### config.mk
export PLATFORM = sky130hd
export DESIGN_NAME = cload_arbiter_flat
export DESIGN_NICKNAME = d
export VERILOG_FILES = /design/src/rtl/cload_arbiter_if.sv /design/src/rtl/cload_arbiter.sv /design/src/flat_wrapper.sv
export SDC_FILE = /design/constraint.sdc
export NUM_CORES = 1
export LEC_CHECK = 0
export BUFFER_PORTS_ARGS = -buffer_cell sky130_fd_sc_hd__buf_4
export CAP_MARGIN = 0
export CORE_MARGIN = 10
export CORE_UTILIZATION = 47
export CTS_CLUSTER_DIAMETER = 40
export CTS_CLUSTER_SIZE = 16
export DETAILED_ROUTE_END_ITERATION = 7
export GPL_TIMING_DRIVEN = 0
export PLACE_DENSITY = 0.77
export SKIP_LAST_GASP = 1
export SYNTH_ARGS = -nofsm -noshare
export SYNTH_HDL_FRONTEND = slang
export SYNTH_SLANG_ARGS = --single-unit
### constraint.sdc
create_clock -name clk -period 2.24 [get_ports clk]
set_clock_uncertainty 0.2 [all_clocks]
set_input_delay 0.112 -clock clk [delete_from_list [all_inputs] [get_ports clk]]
set_output_delay 0.112 -clock clk [all_outputs]
set_load 0.03 [all_outputs]
### src/rtl/cload_arbiter_if.sv
// Bundle of client-request, grant/done and counter-control signals around cload_arbiter.
// The slave side is the arbiter; the master side is the clients plus the counter instance.
interface cload_arbiter_if #(
  parameter int WIDTH = 4
);
  logic             req0;
  logic [WIDTH-1:0] start0;
  logic [WIDTH-1:0] end0;
  logic             req1;
  logic [WIDTH-1:0] start1;
  logic [WIDTH-1:0] end1;
  logic             gnt0;
  logic             gnt1;
  logic             done0;
  logic             done1;
  logic             busy;
  logic             ctr_load;
  logic [WIDTH-1:0] ctr_load_h;
  logic [WIDTH-1:0] ctr_count;

  modport master (
    output req0, start0, end0, req1, start1, end1, ctr_count,
    input  gnt0, gnt1, done0, done1, busy, ctr_load, ctr_load_h
  );

  modport slave (
    input  req0, start0, end0, req1, start1, end1, ctr_count,
    output gnt0, gnt1, done0, done1, busy, ctr_load, ctr_load_h
  );
endinterface

### src/rtl/cload_arbiter.sv
// Two-requester round-robin arbiter that owns a shared loadable up-counter:
// loads the granted start value, waits for the count to hit the end value, then pulses done.
module cload_arbiter #(
  parameter int WIDTH = 4
) (
  input  logic          clk,
  input  logic          rst,
  cload_arbiter_if.slave bus
);

  typedef enum logic [1:0] {
    IDLE,
    LOAD,
    RUN,
    DONE
  } state_t;

  state_t           state;
  state_t           state_nxt;
  logic             owner;
  logic             owner_nxt;
  logic             rr_ptr;
  logic             rr_ptr_nxt;
  logic [WIDTH-1:0] end_q;
  logic [WIDTH-1:0] end_nxt;

  logic             gnt0_q,  gnt0_nxt;
  logic             gnt1_q,  gnt1_nxt;
  logic             done0_q, done0_nxt;
  logic             done1_q, done1_nxt;
  logic             busy_q,  busy_nxt;
  logic             load_q,  load_nxt;
  logic [WIDTH-1:0] load_h_q, load_h_nxt;

  logic             pick1;
  logic             owner_req;

  // rr_ptr set means requester 1 wins a tie; a lone request always wins.
  assign pick1     = bus.req1 & (~bus.req0 | rr_ptr);
  assign owner_req = owner ? bus.req1 : bus.req0;

  always_ff @(posedge clk) begin
    if (rst) begin
      state    <= IDLE;
      owner    <= 1'b0;
      rr_ptr   <= 1'b0;
      end_q    <= '0;
      gnt0_q   <= 1'b0;
      gnt1_q   <= 1'b0;
      done0_q  <= 1'b0;
      done1_q  <= 1'b0;
      busy_q   <= 1'b0;
      load_q   <= 1'b0;
      load_h_q <= '0;
    end else begin
      state    <= state_nxt;
      owner    <= owner_nxt;
      rr_ptr   <= rr_ptr_nxt;
      end_q    <= end_nxt;
      gnt0_q   <= gnt0_nxt;
      gnt1_q   <= gnt1_nxt;
      done0_q  <= done0_nxt;
      done1_q  <= done1_nxt;
      busy_q   <= busy_nxt;
      load_q   <= load_nxt;
      load_h_q <= load_h_nxt;
    end
  end

  always_comb begin
    state_nxt  = state;
    owner_nxt  = owner;
    rr_ptr_nxt = rr_ptr;
    end_nxt    = end_q;
    gnt0_nxt   = gnt0_q;
    gnt1_nxt   = gnt1_q;
    done0_nxt  = 1'b0;
    done1_nxt  = 1'b0;
    busy_nxt   = busy_q;
    load_nxt   = 1'b0;
    load_h_nxt = load_h_q;

    case (state)
      IDLE: begin
        if (bus.req0 || bus.req1) begin
          state_nxt  = LOAD;
          owner_nxt  = pick1;
          end_nxt    = pick1 ? bus.end1 : bus.end0;
          load_h_nxt = pick1 ? bus.start1 : bus.start0;
          load_nxt   = 1'b1;
          gnt0_nxt   = ~pick1;
          gnt1_nxt   = pick1;
          busy_nxt   = 1'b1;
        end
      end

      LOAD, RUN: begin
        // A dropped request aborts the run silently; it still counts as this requester's turn.
        if (!owner_req) begin
          state_nxt  = IDLE;
          gnt0_nxt   = 1'b0;
          gnt1_nxt   = 1'b0;
          busy_nxt   = 1'b0;
          rr_ptr_nxt = ~owner;
        end else if (state == LOAD) begin
          state_nxt = RUN;
        end else if (bus.ctr_count == end_q) begin
          state_nxt = DONE;
          done0_nxt = ~owner;
          done1_nxt = owner;
        end
      end

      DONE: begin
        state_nxt  = IDLE;
        gnt0_nxt   = 1'b0;
        gnt1_nxt   = 1'b0;
        busy_nxt   = 1'b0;
        rr_ptr_nxt = ~owner;
      end

      default: begin
        state_nxt = IDLE;
        gnt0_nxt  = 1'b0;
        gnt1_nxt  = 1'b0;
        busy_nxt  = 1'b0;
      end
    endcase
  end

  assign bus.gnt0       = gnt0_q;
  assign bus.gnt1       = gnt1_q;
  assign bus.done0      = done0_q;
  assign bus.done1      = done1_q;
  assign bus.busy       = busy_q;
  assign bus.ctr_load   = load_q;
  assign bus.ctr_load_h = load_h_q;

endmodule

### src/flat_wrapper.sv
// flat-port wrapper written by rule: the top's interface ports become plain ports
module cload_arbiter_flat 
#(
  parameter int WIDTH = 4
)
  (clk, rst, bus_req0, bus_start0, bus_end0, bus_req1, bus_start1, bus_end1, bus_ctr_count, bus_gnt0, bus_gnt1, bus_done0, bus_done1, bus_busy, bus_ctr_load, bus_ctr_load_h);
  cload_arbiter_if #(.WIDTH(WIDTH)) bus_i ();
  input  logic clk;
  input  logic rst;
  input wire logic [$bits(bus_i.req0)-1:0] bus_req0;
  input wire logic [$bits(bus_i.start0)-1:0] bus_start0;
  input wire logic [$bits(bus_i.end0)-1:0] bus_end0;
  input wire logic [$bits(bus_i.req1)-1:0] bus_req1;
  input wire logic [$bits(bus_i.start1)-1:0] bus_start1;
  input wire logic [$bits(bus_i.end1)-1:0] bus_end1;
  input wire logic [$bits(bus_i.ctr_count)-1:0] bus_ctr_count;
  output wire logic [$bits(bus_i.gnt0)-1:0] bus_gnt0;
  output wire logic [$bits(bus_i.gnt1)-1:0] bus_gnt1;
  output wire logic [$bits(bus_i.done0)-1:0] bus_done0;
  output wire logic [$bits(bus_i.done1)-1:0] bus_done1;
  output wire logic [$bits(bus_i.busy)-1:0] bus_busy;
  output wire logic [$bits(bus_i.ctr_load)-1:0] bus_ctr_load;
  output wire logic [$bits(bus_i.ctr_load_h)-1:0] bus_ctr_load_h;
  assign bus_i.req0 = bus_req0;
  assign bus_i.start0 = bus_start0;
  assign bus_i.end0 = bus_end0;
  assign bus_i.req1 = bus_req1;
  assign bus_i.start1 = bus_start1;
  assign bus_i.end1 = bus_end1;
  assign bus_i.ctr_count = bus_ctr_count;
  assign bus_gnt0 = bus_i.gnt0;
  assign bus_gnt1 = bus_i.gnt1;
  assign bus_done0 = bus_i.done0;
  assign bus_done1 = bus_i.done1;
  assign bus_busy = bus_i.busy;
  assign bus_ctr_load = bus_i.ctr_load;
  assign bus_ctr_load_h = bus_i.ctr_load_h;
  cload_arbiter #(.WIDTH(WIDTH)) u_core (.clk(clk), .rst(rst), .bus(bus_i));
endmodule
==> results.cfg <==
[drt]
ant_nets = 0
avgRoutedWirePerCell_um = 14.9
routed.top_layer = met4
drt_wl_total_um = 2540
dr_wl_met2_um = 1260
dr_wl_met3_um = 235
drt_iter0_drc = 7
route.vias.total = 909
dr.pass1.iters = 4
met1_length_um = 994
vias_per_cell = 5.32
drc_errors = 0

[clock_tree]
cts_tree = built
clockBufferDepth = 2
clock-root-buffer = clkbuf_4
worstSkewPairLatency_ns = 0.29
cts_buffers = 3
cts_resized = 0
hold_buffers = 16
clock-sinks = 18
clk_pin_slew_worst_paths_ns = 0.10
htree_levels = 1
post-cts-setup-buffers = 0

[pwr]
p_int_mw = 0.621
leakage_nw = 0.610
clkPwrFrac_pct = 22.1
switching_share_pct = 32.9
vdd_ir_drop_max_uv = 482
p_sw_mw = 0.305
power_frac_seq_pct = 42.0
comb_power_share_pct = 36.0
p_per_area_mw_per_mm2 = 681
total_power_mw = 0.926

[sta]
tightest_slew_ns = 0.606
final.setup.tns_ns = 0
setup_viol_count_final = 0
post-route-period-util_pct = 92.7
relSlewSlack_pct = 59.5
min_period_ns = 2.08
finalHoldViolations = 0
rsz0062_at_grt = false
drv_slew = 0
max_freq_ghz = 0.481
fin_ws_ns = 0.163

[synthesis]
synth_common_cells = dfxtp_1 (18), nor2_1 (15), a211oi_1 (9)
synth.most_common_cell = dfxtp_1
synthCells = 94
synth_area_leaders = dfxtp_1 (40%), mux2i_1 (9.0%), a211oi_1 (7.6%)
yosys_register_bits = 18
synth_warnings = 0
synthArstFlopShare_pct = 0
synth_top_area_share_pct = 40.4
synth_flop_cell = dfxtp_1
synth_edf_count = 0
post_synth.cell_area_avg_sq_um = 9.49
synth_area_leader_cell = dfxtp_1
synthesis.nets = 122
synth_cell_types = 31
syn_area_sq_um = 892
yosysSeqAreaShare_pct = 40.4

[global_routing]
grt_max_degree = 11
grt_usage_pct = 12.7
grt_pass1_wl_um = 4150
first_global_vias = 954
antenna_found_initial = 0
grt_overflow = 0

[setup_path]
cp_common_cell = dlygate4sd3_1
start_kind = input pin
cp_num_cells = 8
slowest_stage = dlygate4sd3_1
slowest_delay_ns = 0.56
path_delay_family = buffers and inverters
worstSetupEndpointType = register
cp_data_arrival_time_ns = 2.08
cp_max_fo = 10
worst-path-buf-inv = 5
cp.required_ns = 2.24
critPathKind = in2reg
rr_worst_depth = 6
reg2reg_slack_ns = 0.25
crit_chain = dlygate4sd3_1, buf_4, inv_1, o21ai_2, buf_6, mux2i_1, dlygate4sd3_1, a211oi_1

[floorplan]
core_sq_mm = 0.00176
initial_utilization_pct = 50.6
die_h_um = 63.6
ios = 34
fp.dieW_um = 63.6
dieArea_sq_mm = 0.00404
row_count = 15

[finish]
drive_gt1_share_pct = 28.8
nets = 175
area_growth_pct = 52.5
multi_input_area_sq_um = 494
fill_cells = 126
diodes = 0
final-seq-area_sq_um = 360

[placed_design]
portBuffers = 32
place_congestion = 0.735
dp.final_hpwl_um = 1820
pre_cts_slack_ns = 0.357

[status]
status = finished clean

[hold_path]
min_path_cells = 3
min-delay-path-class = in2reg

[run]
cap_violations = 0
[cells by family after synthesis]
group	Yosys count	synth area share, %
buffers and inverters	7	4.21
AO/OA/AOI/OAI	25	19.4
flip-flops	18	40.4
adder cells (fa/ha/maj)	4	5.61
AND/OR/NAND/NOR	27	15.9
XOR/XNOR	4	3.93
multiplexers	9	10.7
[tightest hold or removal path: cells and delay by family]
kind	cells	cell delay (ns)
AO/OA/AOI/OAI	1	0.09
buffers and inverters	1	0.11
multiplexers	1	0.15
[metal layers]
layer	global-route usage, %	vias up
met5	0	-
met4	5.74	0
met3	6.36	8
met2	22.5	37
met1	11.9	419
li1	-	445
[power by group through the flow]
stage | Sequential (mW) | Clock (mW) | Combinational, mW
3_5_place_dp | 0.396 | 0 | 0.298
5_1_grt | 0.394 | 0.218 | 0.362
3_3_place_gp | 0.394 | 0 | 0.291
2_1_floorplan | 0.430 | 0 | 0.160
4_1_cts | 0.388 | 0.205 | 0.327
6_report | 0.389 | 0.204 | 0.333
[cell usage in the layout, fill, tap and decap left out]
| cell | netlist | layout |
|---|---|---|
| buf_4 | 1 | 33 |
| dfxtp_1 | 18 | 18 |
| dlygate4sd3_1 | 0 | 16 |
| nor2_1 | 15 | 15 |
| a211oi_1 | 9 | 9 |
| mux2i_1 | 8 | 8 |
| a21oi_1 | 6 | 6 |
| xnor2_1 | 4 | 4 |
| ha_1 | 4 | 4 |
| inv_1 | 3 | 3 |
| nand2_1 | 3 | 3 |
| clkbuf_4 | 0 | 3 |
| o211ai_1 | 2 | 2 |
| clkbuf_1 | 2 | 2 |
| o21ai_0 | 1 | 1 |
| nand4_1 | 1 | 1 |
| mux2_4 | 1 | 1 |
| nor3b_1 | 1 | 1 |
| nand4b_1 | 1 | 1 |
| and3b_4 | 1 | 1 |
| and4b_1 | 1 | 1 |
| a32oi_1 | 1 | 1 |
| o21a_1 | 1 | 1 |
| o21ai_2 | 1 | 1 |
| buf_6 | 1 | 1 |
| nand3b_1 | 1 | 1 |
| nor4_1 | 1 | 1 |
| o31ai_1 | 1 | 1 |
| a31oi_1 | 1 | 1 |
| a21o_2 | 1 | 1 |
| nor4b_1 | 1 | 1 |
| a22oi_1 | 1 | 1 |
| nand2b_1 | 1 | 1 |
| clkbuf_8 | 0 | 1 |
[worst paths after layout]
kind                                            endpoint             from
worst min register to register           u_core.bus.gnt1  u_core.bus.gnt1
worst max register to register           u_core.state[1]  u_core.state[0]
worst min-delay path                     u_core.end_q[0]      bus_end1[0]
worst max-delay path            u_core.bus.ctr_load_h[0]         bus_req0
[cell type report]
| class | instances | share of cell area (%) |
|---|---|---|
| inverters | 3 | 0.828 |
| flip-flops and latches | 18 | 26.5 |
| well taps | 25 | 2.30 |
| clock buffers | 4 | 2.67 |
| multi-input cells | 69 | 36.3 |
| plain buffers | 4 | 1.93 |
| repair buffers | 48 | 29.4 |
[metrics by stage]
stage	cell area [sq um]	std cells	utilization [%]	hold WS, ns
finish	1360	171	77.1	0.00923
global route	1360	171	77.1	0.00137
CTS	1360	171	77.1	0.00555
detailed placement	1160	151	66.0	0.262
global placement	1160	151	66.0	0.254
floorplan	892	94	-	0.0903
[state kept, by name, indices dropped and copies added (netlist names)]
register / flops
u_core.owner: 1
u_core.bus.done1: 1
u_core.bus.ctr_load: 1
u_core.end_q: 4
u_core.rr_ptr: 1
u_core.bus.done0: 1
u_core.state: 2
u_core.bus.ctr_load_h: 4
u_core.bus.busy: 1
u_core.bus.gnt1: 1
u_core.bus.gnt0: 1
Power figures use the tool's default switching activity.
